==> config.mk <==
export PLATFORM = sky130hd
export DESIGN_NAME = fifo_stream_out
export DESIGN_NICKNAME = d
export VERILOG_FILES = /design/src/rtl/fifo_stream_out.sv
export SDC_FILE = /design/constraint.sdc
export NUM_CORES = 1
export LEC_CHECK = 0
export CAP_MARGIN = 20
export CORE_MARGIN = 3
export CORE_UTILIZATION = 50
export CTS_CLUSTER_DIAMETER = 100
export DETAILED_ROUTE_END_ITERATION = 12
export PLACE_DENSITY = 0.76
export SYNTH_ARGS = -nofsm -noshare
export SYNTH_HDL_FRONTEND = slang
export SYNTH_SLANG_ARGS = --single-unit
==> constraint.sdc <==
create_clock -name clk -period 3.2 [get_ports clk]
set_input_delay 0.64 -clock clk [delete_from_list [all_inputs] [get_ports clk]]
set_output_delay 0.64 -clock clk [all_outputs]
set_load 0.05 [all_outputs]
==> src/rtl/fifo_stream_out.sv <==
// FX2LP EP2 stream-out reader: drains the slave FIFO into a FWFT buffer and a valid/ready stream.
// Optional STREAM_OUT_STATS_EN adds saturating rx_count and stall_count outputs.
module fifo_stream_out #(
    parameter int DEPTH       = 16,
    parameter int STOP_MARGIN = 2
) (
    input  logic                       clk,
    input  logic                       rst_n,
    input  logic [7:0]                 fdata,
    input  logic                       flaga,
    output logic                       clk_o,
    output logic [1:0]                 faddr,
    output logic                       sloe,
    output logic                       slrd,
    output logic                       slwr,
    output logic                       pkt_end,
    output logic [7:0]                 m_data,
    output logic                       m_valid,
    input  logic                       m_ready,
    output logic [$clog2(DEPTH+1)-1:0] level
`ifdef STREAM_OUT_STATS_EN
    ,
    output logic [15:0]                rx_count,
    output logic [15:0]                stall_count
`endif
);

    localparam int AW = $clog2(DEPTH);
    localparam int LW = $clog2(DEPTH+1);
    // Reads continue only while free entries exceed the margin (level below this limit).
    localparam logic [LW-1:0] RunLimit = LW'(DEPTH - STOP_MARGIN);

    typedef enum logic [1:0] {StIdle, StOe, StRead} state_e;

    state_e        state_q, state_d;
    logic          sloe_q, slrd_q;
    logic [7:0]    mem_q [DEPTH];
    logic [AW-1:0] wr_ptr_q, rd_ptr_q;
    logic [LW-1:0] level_q;
    logic          go, push, pop;

    assign go   = flaga && (level_q < RunLimit);
    assign push = !slrd_q && flaga;
    assign pop  = (level_q != '0) && m_ready;

    always_comb begin
        state_d = state_q;
        unique case (state_q)
            StIdle:  if (go) state_d = StOe;
            StOe:    state_d = go ? StRead : StIdle;
            StRead:  state_d = go ? StRead : StIdle;
            default: state_d = StIdle;
        endcase
    end

    // Strobes are registered copies of the next state so they change exactly at the edge.
    always_ff @(posedge clk or negedge rst_n) begin
        if (!rst_n) begin
            state_q <= StIdle;
            sloe_q  <= 1'b1;
            slrd_q  <= 1'b1;
        end else begin
            state_q <= state_d;
            sloe_q  <= (state_d == StIdle);
            slrd_q  <= (state_d != StRead);
        end
    end

    always_ff @(posedge clk or negedge rst_n) begin
        if (!rst_n) begin
            wr_ptr_q <= '0;
            rd_ptr_q <= '0;
            level_q  <= '0;
        end else begin
            if (push) wr_ptr_q <= wr_ptr_q + 1'b1;
            if (pop)  rd_ptr_q <= rd_ptr_q + 1'b1;
            if (push && !pop)      level_q <= level_q + 1'b1;
            else if (!push && pop) level_q <= level_q - 1'b1;
        end
    end

    always_ff @(posedge clk) begin
        if (push) mem_q[wr_ptr_q] <= fdata;
    end

`ifdef STREAM_OUT_STATS_EN
    logic [15:0] rx_q, stall_q;

    always_ff @(posedge clk or negedge rst_n) begin
        if (!rst_n) begin
            rx_q    <= '0;
            stall_q <= '0;
        end else begin
            if (push && rx_q != 16'hFFFF) rx_q <= rx_q + 1'b1;
            if (m_valid && !m_ready && stall_q != 16'hFFFF) stall_q <= stall_q + 1'b1;
        end
    end

    assign rx_count    = rx_q;
    assign stall_count = stall_q;
`endif

    assign clk_o   = clk;
    assign faddr   = 2'b00;
    assign slwr    = 1'b1;
    assign pkt_end = 1'b1;
    assign sloe    = sloe_q;
    assign slrd    = slrd_q;
    assign m_data  = mem_q[rd_ptr_q];
    assign m_valid = (level_q != '0);
    assign level   = level_q;

endmodule

==> summary.md <==
| Metric | Value |
|---|---|
| Multi-input logic area | `1600 µm²` |
| Postcts setup bufs | `0` |
| Post-Place Setup Slack | `235 ps` |
| Clock Latency Late Sink | `540 ps` |
| Fin. Hold Viols | `0` |
| Top cells by area, synth | `edfxtp_1 64%, mux4_2 7.8%, dfrtp_1 6.2%` |
| GR peak layer | `met2` |
| Combinational fraction of design power | `0.339` |
| Ys Warns | `0` |
| GR Layer Usage met1 | `0.245` |
| Clock power share | `0.315` |
| Critical path arrival | `2530 ps` |
| Sw frac | `0.346` |
| EDFF count, synth | `128` |
| Worst slew margin | `0.475` |
| Remaining DRCs | `0` |
| Seq cells post-synth | `145` |
| Via Count | `2982` |
| Cell area after layout | `7030 µm²` |
| Worst-path clk slew | `50 ps` |
| Largest net degree at the start of global routing | `34` |
| Grt met2 use | `0.283` |
| Total grt overflow | `0` |
| Crit path kind | `clock port to output port` |
| Initial antenna violation count | `0` |
| Drt pass-1 iters | `5` |
| Pwr Density | `965 nW/µm²` |
| Slew @ Worst Pin | `785 ps` |
| Share of the synthesized area in the top cell type | `0.636` |
| Number of port buffers | `28` |
| CTS tree | `built` |
| Hold WC Path Type | `flip-flop to flip-flop` |
| Xor and xnor area share after synthesis | `0.0130` |
| Synth Area in Compound Gates | `0.0408` |
| Post-synthesis cell type count | `45` |
| Core box area | `11600 µm²` |
| Final ANT Viol Nets | `0` |
| LEAKAGE | `0.00245 µW` |
| Slew Limit Fails | `0` |
| Syn avg cell area | `19.0 µm²` |
| Critical Path Sink Type | `output port` |
| Area leader, netlist | `edfxtp_1` |
| N_diodes | `0` |
| GPL Wtd Cong | `0.752` |
| GR Util met3 | `0.0611` |
| Num rows | `39` |
| Final WS setup | `29.9 ps` |
| Worst Skew | `10.4 ps` |
| Reg area | `4270 µm²` |
| Reg power frac | `0.346` |
| Outcome | `complete, no violations` |
| Async S/R FF share, synth | `0.117` |
| Full die area | `13400 µm²` |
| Startpoint Class | `clock port` |
| Simple-gate share of the synthesized area | `0.0540` |
| Gr usage total | `0.184` |
| Critical path required time | `2560 ps` |
| Critical path fanouts, max | `2` |
| Vias in the first global route | `3174` |
| DRT iter0 DRCs | `225` |
| Setup Viol. Count Final | `0` |
| Final wirelength | `11000 µm` |
| Pint | `4430 µW` |
| Nets | `382` |
| Share of cells above drive strength 1 | `0.200` |
| Filler cell count | `822` |
| Dpl cell area | `6380 µm²` |
| Global-route wire length before repair | `17500 µm` |
| Synth Area in Adders | `0.0261` |
| Largest family of logic cells by synthesized area | `multiplexers` |
| Synth-to-Final Area Change | `16.2%` |
| Maximum VDD drop | `0.797 mV` |
| Post-synth top cells | `128 x edfxtp_1, 21 x mux4_2, 17 x and2_1` |
| Initial Util | `0.521` |
| Fin Setup TNS | `0 ps` |
| Post-synthesis cell count | `319` |
| Max-capacitance violation count | `0` |
| Chip Height | `116 µm` |
| Synth Cell Area | `6050 µm²` |
| Top-count cell post-synth | `edfxtp_1` |
| Top FF cell, synth | `edfxtp_1` |
| DR vias/cell | `5.81` |
| Final HPWL DP | `6920 µm` |
| I/O Pins | `33` |
| Wire length per cell | `21.5 µm` |
| Chip Width | `116 µm` |
| Post-synthesis mux area share | `0.128` |
| Sequential area share after synthesis | `0.707` |
| NetSw | `2350 µW` |
| RSZ-0062 raised after global routing | `false` |
## registers in the layout (all words and copies together), names as in the netlist
name / cells
mem_q: 128
level: 5
rd_ptr_q: 4
wr_ptr_q: 4
state_q: 2
sloe: 1
slrd: 1
## per-stage QoR
step           power (µW)  instances  hold WS (ps)   util
3_3_place_gp         4700        479           520  0.549
5_1_grt              7100        513           576  0.605
6_report             6780        513           531  0.605
2_1_floorplan        4200        321           344      -
3_5_place_dp         4760        479           536  0.549
4_1_cts              6840        513           546  0.605
## metal layers
layer,up-vias,wire length [µm]
met5,-,0
met4,0,129
met3,10,608
met2,100,5550
met1,1526,4720
li1,1346,-
## path summary, 6_finish.rpt
check | slack (ps) | startpoint | endpoint | depth (start not counted)
setup / recovery | 30 | clk | clk_o | 3
hold / removal | 530 | wr_ptr_q[3] | wr_ptr_q[3] | 1
setup reg to reg | 320 | level[0] | level[4] | 9
hold reg to reg | 530 | wr_ptr_q[3] | wr_ptr_q[3] | 1
max in group asynchronous | 2090 | rst_n | rd_ptr_q[0] | 1
min in group asynchronous | 560 | rst_n | level[2] | 1
## power groups by stage
stage | Sequential [µW] | Clock [µW] | Combinational (µW)
after global routing | 2370 | 2250 | 2480
after global placement | 2370 | 72.1 | 2260
after floorplan | 2490 | 67.4 | 1630
final | 2350 | 2130 | 2300
after detailed placement | 2380 | 72.1 | 2310
after CTS | 2350 | 2170 | 2320
## timing repair
| action | in CTS | in global routing |
|---|---|---|
| hold buffers | 0 | 0 |
| endpoints found under the setup margin | 0 | 1 |
| resized for setup | 0 | 1 |
## layout by cell type, fill, tap and decap left out, drive strengths merged, types with 10 or more instances in the layout
cell type,netlist,layout
nand2,16,16
clkdlybuf4s50,0,20
buf,12,13
inv,9,10
and2,17,17
a22oi,16,16
ha,11,11
dfrtp,15,15
mux4,32,32
edfxtp,128,128
clkbuf,3,21
## cell type report
cell class	instances	share of cell area
tap	143	0.0255
inverter	9	0.00481
clock inverter	13	0.0198
sequential	145	0.608
multi-input combinational	149	0.227
clock buffer	22	0.0732
timing repair buffer	32	0.0415
## worst max-delay path, stage by stage
cell and delay (ps):
clkbuf_16 120, clkbuf_16 130, clkdlybuf4s50_1 680
## cells by family after synthesis
kind of cell / after synthesis
multiplexers: 33
XOR/XNOR: 9
buffers and inverters: 27
flip-flops: 145
AND/OR/NAND/NOR: 57
adder cells (fa/ha/maj): 12
other: 2
AO/OA/AOI/OAI: 34
Power figures use the tool's default switching activity.
